`src/rtl/uart_led_cmd_ctrl.sv`:
```
// uart_led_cmd_ctrl
// Framed LED command controller between a UART RX byte core and six LEDs.
// Frame format: 0xA5, CMD, DATA, CHK where CHK = CMD ^ DATA.
// Commands: 01 SET, 02 OR, 03 CLR, 04 TGL (DATA[5:0] is the LED mask).
// Optional build macro LED_BLINK_EN adds cmd 05 BLINK, which sets a mask of
// LEDs that are inverted on a free-running blink phase.
//
// Ports:
//   clk_i        system clock
//   rst_n_i      asynchronous active-low reset
//   rx_valid_i   one-cycle strobe, rx_data_i holds a received byte
//   rx_data_i    received byte
//   rx_err_i     one-cycle strobe, UART framing error
//   led_o        {led1_b,led1_g,led1_r,led0_b,led0_g,led0_r}, active high
//   frame_ok_o   one-cycle pulse, valid frame applied
//   frame_err_o  one-cycle pulse, frame rejected
//   err_count_o  saturating count of frame_err_o pulses
module uart_led_cmd_ctrl #(
  parameter int TIMEOUT_CLKS    = 100_000,
  parameter int BLINK_HALF_CLKS = 50_000_000
) (
  input  logic       clk_i,
  input  logic       rst_n_i,
  input  logic       rx_valid_i,
  input  logic [7:0] rx_data_i,
  input  logic       rx_err_i,
  output logic [5:0] led_o,
  output logic       frame_ok_o,
  output logic       frame_err_o,
  output logic [7:0] err_count_o
);

  localparam logic [1:0] S_IDLE     = 2'd0;
  localparam logic [1:0] S_GET_CMD  = 2'd1;
  localparam logic [1:0] S_GET_DATA = 2'd2;
  localparam logic [1:0] S_GET_CHK  = 2'd3;

  localparam logic [7:0] HDR     = 8'hA5;
  localparam logic [7:0] CMD_SET = 8'h01;
  localparam logic [7:0] CMD_OR  = 8'h02;
  localparam logic [7:0] CMD_CLR = 8'h03;
  localparam logic [7:0] CMD_TGL = 8'h04;
  localparam logic [7:0] CMD_BLK = 8'h05;

  localparam int TW = $clog2(TIMEOUT_CLKS);
  localparam logic [TW-1:0] TMO_LAST = TW'(TIMEOUT_CLKS - 1);

  // Catch configurations that would make the counters degenerate.
  if (TIMEOUT_CLKS < 2 || BLINK_HALF_CLKS < 2) begin : g_bad_cfg
    $error("uart_led_cmd_ctrl: TIMEOUT_CLKS and BLINK_HALF_CLKS must be >= 2");
  end

  logic [1:0]    state_q, state_d;
  logic [7:0]    cmd_q, cmd_d;
  logic [7:0]    data_q, data_d;
  logic [5:0]    led_q, led_d;
  logic          ok_q, ok_d;
  logic          err_q, err_d;
  logic [7:0]    errcnt_q;
  logic [TW-1:0] tmo_q, tmo_d;
  logic          cmd_legal;
  logic          tmo_hit;

`ifdef LED_BLINK_EN
  localparam int BW = $clog2(BLINK_HALF_CLKS);
  localparam logic [BW-1:0] BLK_LAST = BW'(BLINK_HALF_CLKS - 1);

  logic [5:0]    mask_q, mask_d;
  logic          phase_q, phase_d;
  logic [BW-1:0] bcnt_q, bcnt_d;
  logic [5:0]    led_out_q;

  assign cmd_legal = (cmd_q >= CMD_SET) && (cmd_q <= CMD_BLK);
`else
  assign cmd_legal = (cmd_q >= CMD_SET) && (cmd_q <= CMD_TGL);
`endif

  assign tmo_hit = (state_q != S_IDLE) && (tmo_q == TMO_LAST);

  // Priority: rx_err over a same-cycle byte, a byte over a same-cycle timeout.
  always_comb begin
    state_d = state_q;
    cmd_d   = cmd_q;
    data_d  = data_q;
    led_d   = led_q;
    ok_d    = 1'b0;
    err_d   = 1'b0;
    tmo_d   = (state_q == S_IDLE) ? '0 : tmo_q + 1'b1;
`ifdef LED_BLINK_EN
    mask_d  = mask_q;
`endif
    if (rx_err_i) begin
      tmo_d = '0;
      if (state_q != S_IDLE) begin
        err_d   = 1'b1;
        state_d = S_IDLE;
      end
    end else if (rx_valid_i) begin
      tmo_d = '0;
      case (state_q)
        S_IDLE:     if (rx_data_i == HDR) state_d = S_GET_CMD;
        S_GET_CMD:  begin cmd_d  = rx_data_i; state_d = S_GET_DATA; end
        S_GET_DATA: begin data_d = rx_data_i; state_d = S_GET_CHK;  end
        default: begin
          state_d = S_IDLE;
          if (cmd_legal && rx_data_i == (cmd_q ^ data_q)) begin
            ok_d = 1'b1;
            case (cmd_q)
              CMD_SET: led_d = data_q[5:0];
              CMD_OR:  led_d = led_q | data_q[5:0];
              CMD_CLR: led_d = led_q & ~data_q[5:0];
              CMD_TGL: led_d = led_q ^ data_q[5:0];
`ifdef LED_BLINK_EN
              CMD_BLK: mask_d = data_q[5:0];
`endif
              default: led_d = led_q;
            endcase
          end else begin
            err_d = 1'b1;
          end
        end
      endcase
    end else if (tmo_hit) begin
      tmo_d   = '0;
      err_d   = 1'b1;
      state_d = S_IDLE;
    end
  end

  always_ff @(posedge clk_i or negedge rst_n_i) begin
    if (!rst_n_i) begin
      state_q  <= S_IDLE;
      cmd_q    <= '0;
      data_q   <= '0;
      led_q    <= '0;
      ok_q     <= 1'b0;
      err_q    <= 1'b0;
      errcnt_q <= '0;
      tmo_q    <= '0;
    end else begin
      state_q <= state_d;
      cmd_q   <= cmd_d;
      data_q  <= data_d;
      led_q   <= led_d;
      ok_q    <= ok_d;
      err_q   <= err_d;
      tmo_q   <= tmo_d;
      if (err_d && errcnt_q != 8'hFF) errcnt_q <= errcnt_q + 8'd1;
    end
  end

`ifdef LED_BLINK_EN
  always_comb begin
    bcnt_d  = bcnt_q + 1'b1;
    phase_d = phase_q;
    if (bcnt_q == BLK_LAST) begin
      bcnt_d  = '0;
      phase_d = ~phase_q;
    end
  end

  // Output register is fed from next-state values so led_o keeps the same
  // one-cycle latency as the LED register itself.
  always_ff @(posedge clk_i or negedge rst_n_i) begin
    if (!rst_n_i) begin
      mask_q    <= '0;
      phase_q   <= 1'b0;
      bcnt_q    <= '0;
      led_out_q <= '0;
    end else begin
      mask_q    <= mask_d;
      phase_q   <= phase_d;
      bcnt_q    <= bcnt_d;
      led_out_q <= led_d ^ (mask_d & {6{phase_d}});
    end
  end

  assign led_o = led_out_q;
`else
  assign led_o = led_q;
`endif

  assign frame_ok_o  = ok_q;
  assign frame_err_o = err_q;
  assign err_count_o = errcnt_q;

endmodule

```
`config.mk`:
```
export PLATFORM = sky130hd
export DESIGN_NAME = uart_led_cmd_ctrl
export DESIGN_NICKNAME = d
export VERILOG_FILES = /design/src/rtl/uart_led_cmd_ctrl.sv
export SDC_FILE = /design/constraint.sdc
export NUM_CORES = 1
export LEC_CHECK = 0
export CAP_MARGIN = 20
export CORE_MARGIN = 2
export CORE_UTILIZATION = 55
export CTS_BUF_LIST = sky130_fd_sc_hd__clkbuf_16
export CTS_CLUSTER_SIZE = 40
export DETAILED_ROUTE_END_ITERATION = 8
export HOLD_SLACK_MARGIN = 0.03
export PLACE_DENSITY = 0.8
export REMOVE_ABC_BUFFERS = 1
export SLEW_MARGIN = 5
export SYNTH_ARGS = -nofsm -noshare
export SYNTH_HDL_FRONTEND = slang
export SYNTH_SLANG_ARGS = --single-unit
```
`constraint.sdc`:
```
create_clock -name clk_i -period 2.7 [get_ports clk_i]
set_clock_uncertainty 0.1 [all_clocks]
set_input_delay 0.54 -clock clk_i [delete_from_list [all_inputs] [get_ports clk_i]]
set_output_delay 0.54 -clock clk_i [all_outputs]
set_load 0.01 [all_outputs]
```
==> results.txt, run 1 <==
CTS tree: yes
Worst setup SP type: input port
DRT Wirelength: 5230 µm
initial antenna violation count: 0
top cells by area, synth: dfrtp_1, ha_1, mux2_2, nor2_1, xnor2_1
Crit path max-delay family: simple AND/OR/NAND/NOR gates
Cell variety after synth: 45
CP Class: in2reg
worst-path cell chain: clkdlybuf4s50_1 > xor3_1 > nor4_2 > nand4_1 > a31o_1 > and2_4 > mux2_4
Core Footprint: 5010 µm²
IO Pins: 28
non-filler cells in the finished layout: 367
arrival time worst endpoint: 2.45 ns
peak supply drop: 0.000521 V
DRC: 0
commonest non-fill, non-tap cell in the layout: dfrtp_1
maximum buffer depth of the clock tree: 2
Hold Worst Slack: 0.246 ns
Crit. End Element: register
share of cells above drive strength 1: 12.5%
critical-path maximum fanout: 4
largest net degree at the start of global routing: 52
RePlAce Congestion: 0.878
Clock Sinks: 51
Inserted Clock Buffers: 5
post-DP HPWL: 3690 µm
total iterations of the first detailed-routing run: 4
mapped cell area: 2820 µm²
Synth top area share: 45.3%
leakage power: 1.41 nW
Fillers: 409
placed cells: 359
diode count: 0
Post-synth EDFFs: 0
Nets: 326
CP bufs+invs: 1
Worst Tran Pin Value: 0.629 ns
Worst EP required: 2.78 ns
Vias: 1996
Buffers on Ports: 27
outcome: finished clean
root buffer cell: clkbuf_16
Async SR Flop Fraction: 100%
hold buffers post-CTS: 0
final hold vios: 0
CTS clock-pin slew for the worst setup and hold paths: 0.06 ns
sum of negative setup slack: 0 ns
#FFs+latches synth: 51
first-pass GRT wire length: 8910 µm
post-synth top area cell: dfrtp_1
Die Ht: 75.6 µm
vias in the first global route: 1885
full die area: 5710 µm²
Final Setup Violations: 0
PD cells: 760 nW/µm²
sequential share of the synthesized area: 45.3%
Max Slew Vio Count: 0
Overflow after GRT: 0
slowest stage delay, CP: 0.52 ns
post-cts repair resize count: 0
Clk Latency, worst-skew pair: 0.29 ns
Area Growth Syn to Fin: 18.0%
min cycle time layout: 2.37 ns
Total Routing Usage GR: 21.0%
Final ANT Viol Nets: 0
starting density of the core: 56.2%
Slew HR: 58.1%
chip width: 75.6 µm
number of setup buffers added after CTS: 0
Ys Warns: 0
most frequent cells in the layout: dfrtp_1, nor2_1, clkdlybuf4s50_1
initial DRC count: 125
slowest CP cell: clkdlybuf4s50_1
H-tree depth: 2
# rows: 26
Vias/cell: 5.44
RSZ-0062 raised after global routing: false
Synth Area per Inst: 10.7 µm²
synthesized netlist cell count: 262
top_reg_cell synth: dfrtp_1
Hold WC Path Type: in2async
WL per Instance: 14.3 µm
max-cap violation count: 0
Final Cycle Share: 87.9%
FMAX: 0.421 GHz
worst paths after layout:
path | cells past startpoint | endpoint | start | slack (ns)
max | 7 | err_count_o[1] | rx_data_i[5] | 0.33
min | 2 | led_o[4] | rst_n_i | 0.25
max reg2reg | 6 | err_count_o[1] | cmd_q[7] | 0.36
min reg2reg | 1 | tmo_q[0] | tmo_q[0] | 0.39
max in group asynchronous | 2 | data_q[7] | rst_n_i | 1.83
min in group clk_i | 1 | tmo_q[0] | tmo_q[0] | 0.39
flip-flops by register name, summed over array words and instances (netlist names):
register and cells:
tmo_q 17, frame_ok_o 1, cmd_q 8, err_count_o 8, frame_err_o 1, state_q 2, led_o 6, data_q 8
power by group:
part	internal, mW	switching [mW]	total (mW)
Sequential	0.914	0.165	1.08
Clock	0.337	0.277	0.614
Combinational	0.506	0.327	0.833
Total	1.76	0.769	2.53
synthesized netlist by cell type (2+ instances only):
cell type / number
nor2b_1: 2
ha_1: 18
clkbuf_1: 4
a31oi_1: 5
nor4bb_1: 2
nand4_1: 7
nand2b_1: 2
xor3_1: 2
dfrtp_1: 51
inv_1: 15
xor2_1: 11
nand3_1: 11
mux2_2: 17
xnor3_1: 3
a221oi_1: 5
a21oi_1: 2
nor4_1: 2
nor3_1: 5
o21ai_0: 6
nand2_1: 18
and3_1: 5
nor2_1: 35
xnor2_1: 11
nand3b_1: 2
logic make-up (layout without fill, tap and decap cells):
family	after synthesis	after routing	share of synthesized area (%)
DFF	51	51	45.3
adders and majority gates	18	18	8.00
muxes	19	19	7.69
xor gates and xnor gates	28	28	11.9
buffers and inverters	21	56	3.11
and+or+nand+nor	100	100	17.9
AOI/OAI and AO/OA	25	25	6.13
metrics by stage:
step	utilization, %	area [µm²]	worst slack (ns)	total power, mW
global placement	63.5	3180	0.0774	1.89
detailed placement	63.5	3180	0.00192	1.92
floorplan	-	2790	0.461	1.65
finish	66.3	3320	0.327	2.53
CTS	66.3	3320	0.314	2.54
global route	66.3	3320	0.214	2.67
routing by layer:
layer | GRT usage, % | routed length, µm | vias up
met5 | 0 | 0 | -
met4 | 8.19 | 76 | 0
met3 | 5.16 | 202 | 6
met2 | 32.6 | 2470 | 33
met1 | 28.6 | 2490 | 980
li1 | - | - | 977
area by class of cell:
| class | instances | area (µm²) | share of cell area (%) |
|---|---|---|---|
| multi-input combinational | 190 | 1450 | 43.7 |
| sequential | 51 | 1280 | 38.4 |
| timing repair buffer | 33 | 310 | 9.34 |
| clock buffer | 5 | 125 | 3.77 |
| tap | 70 | 87.6 | 2.64 |
| inverter | 15 | 56.3 | 1.69 |
| clock inverter | 3 | 15.0 | 0.452 |
No activity file was read; power rests on OpenSTA's default activity.
==> run 2, diff against run 1 <==
--- a/config.mk
+++ b/config.mk
@@ -5,14 +5,17 @@
 export SDC_FILE = /design/constraint.sdc
 export NUM_CORES = 1
 export LEC_CHECK = 0
-export CAP_MARGIN = 20
+export CAP_MARGIN = 30
+export CELL_PAD_IN_SITES_DETAIL_PLACEMENT = 1
+export CELL_PAD_IN_SITES_GLOBAL_PLACEMENT = 2
 export CORE_MARGIN = 2
-export CORE_UTILIZATION = 55
+export CORE_UTILIZATION = 37
 export CTS_BUF_LIST = sky130_fd_sc_hd__clkbuf_16
 export CTS_CLUSTER_SIZE = 40
 export DETAILED_ROUTE_END_ITERATION = 8
 export HOLD_SLACK_MARGIN = 0.03
-export PLACE_DENSITY = 0.8
+export MAX_ROUTING_LAYER = met4
+export PLACE_DENSITY = 0.82
 export REMOVE_ABC_BUFFERS = 1
 export SLEW_MARGIN = 5
 export SYNTH_ARGS = -nofsm -noshare
==> results.txt, run 2 (same netlist as run 1, synthesis figures left out) <==
Worst EP required: 2.78 ns
Clock Sinks: 51
Hold WC Path Type: in2async
DRT Wirelength: 6180 µm
CTS clock-pin slew for the worst setup and hold paths: 0.07 ns
non-filler cells in the finished layout: 400
Tot Pwr: 2.55 mW
reg2reg end: led_o[3]
first-pass GRT wire length: 10800 µm
Worst Setup EP: err_count_o[1]
Buffers on Ports: 27
Vias/cell: 5.07
area of the multi-input gates: 1450 µm²
H-tree depth: 2
WL per Instance: 15.4 µm
IO Pins: 28
post-cts repair resize count: 0
area post-placement: 3250 µm²
R2R cell count: 6
Fillers: 802
post-DP HPWL: 4520 µm
CP Class: in2reg
max reg flops: 17
max-cap violation count: 0
placed cells: 392
sum of negative setup slack: 0 ns
outcome: finished clean
RSZ-0062 raised after global routing: false
Worst Tran Pin Value: 0.837 ns
number of setup buffers added after CTS: 0
Area Growth Syn to Fin: 20.3%
diode count: 0
hold buffers post-CTS: 0
fin area: 3390 µm²
Clk Latency, worst-skew pair: 0.29 ns
PD cells: 752 nW/µm²
pre-CTS setup slack: 0.00672 ns
CTS tree: yes
FMAX: 0.421 GHz
starting density of the core: 38.4%
critical-path maximum fanout: 4
peak supply drop: 0.000455 V
Setup WS post-layout: 0.325 ns
root buffer cell: clkbuf_16
Die Ht: 91.2 µm
Worst setup SP type: input port
share of cells above drive strength 1: 14.3%
Crit. End Element: register
Final Cycle Share: 88.0%
leakage power: 1.44 nW
Critical R2R Launch: cmd_q[7]
Slew HR: 44.2%
Vias: 2028
Nets: 330
maximum buffer depth of the clock tree: 2
final hold vios: 0
Reg with most FFs: tmo_q
arrival time worst endpoint: 2.45 ns
Finished Core Util: 46.2%
reg-to-reg slack, setup: 0.35 ns
initial DRC count: 75
Final Setup Violations: 0
Overflow after GRT: 0
Max Slew Vio Count: 0
min cycle time layout: 2.37 ns
chip width: 91.2 µm
register area: 1280 µm²
most frequent cells in the layout: dfrtp_1, nor2_1, clkdlybuf4s50_1
Critical path origin: rx_err_i
Final ANT Viol Nets: 0
total iterations of the first detailed-routing run: 4
RePlAce Congestion: 0.793
largest net degree at the start of global routing: 37
Hold Worst Slack: 0.241 ns
Inserted Clock Buffers: 5
Total Routing Usage GR: 16.7%
vias in the first global route: 2109
commonest non-fill, non-tap cell in the layout: dfrtp_1
initial antenna violation count: 0
Core Footprint: 7330 µm²
full die area: 8330 µm²
DRC: 0
# rows: 31
[run 2: cell count changes in the layout (fill, tap and decap cells not counted)]
cell        previous run  this run
buf_4                  6        10
clkinv_1               2         0
clkinv_2               0         3
clkinvlp_4             1         0
[run 2: how the worst min path moves through the flow]
stage	end	slack, ns	depth (start not counted)
after floorplan	cmd_q[0]	0.14	0
after global placement	tmo_q[0]	0.38	1
after detailed placement	tmo_q[0]	0.40	1
after CTS	led_o[5]	0.29	1
after global routing	led_o[4]	0.31	1
final	led_o[4]	0.24	1
[run 2: report_power, final]
group          internal [mW]  total, mW  leakage (nW)  switching [mW]
combinational          0.505      0.843         0.682           0.338
sequential             0.913       1.08         0.683           0.169
clock                  0.339      0.624        0.0733           0.285
total                   1.76       2.55          1.44           0.792
[run 2: worst max-delay path, cell delays in order]
cell             delay (ns)
clkdlybuf4s50_1        0.42
or2_2                  0.32
o41ai_1                0.46
a31o_1                 0.23
and2_4                 0.19
mux2_4                 0.29
[run 2: cell type report]
type                    count  share of cell area, %
multi-input cells         190                   42.9
inverters                  15                   1.66
clock buffers               5                   3.69
flip-flops and latches     51                   37.7
repair buffers             37                   10.0
well taps                  99                   3.65
clock inverters             3                  0.443
[run 2: layer usage]
metal	global-route usage, %	up-vias	part of all wire [%]
li1	-	987	-
met1	21.5	1010	48
met2	26.7	24	48
met3	2.74	7	2.3
met4	6.06	0	1.6
met5	-	-	0
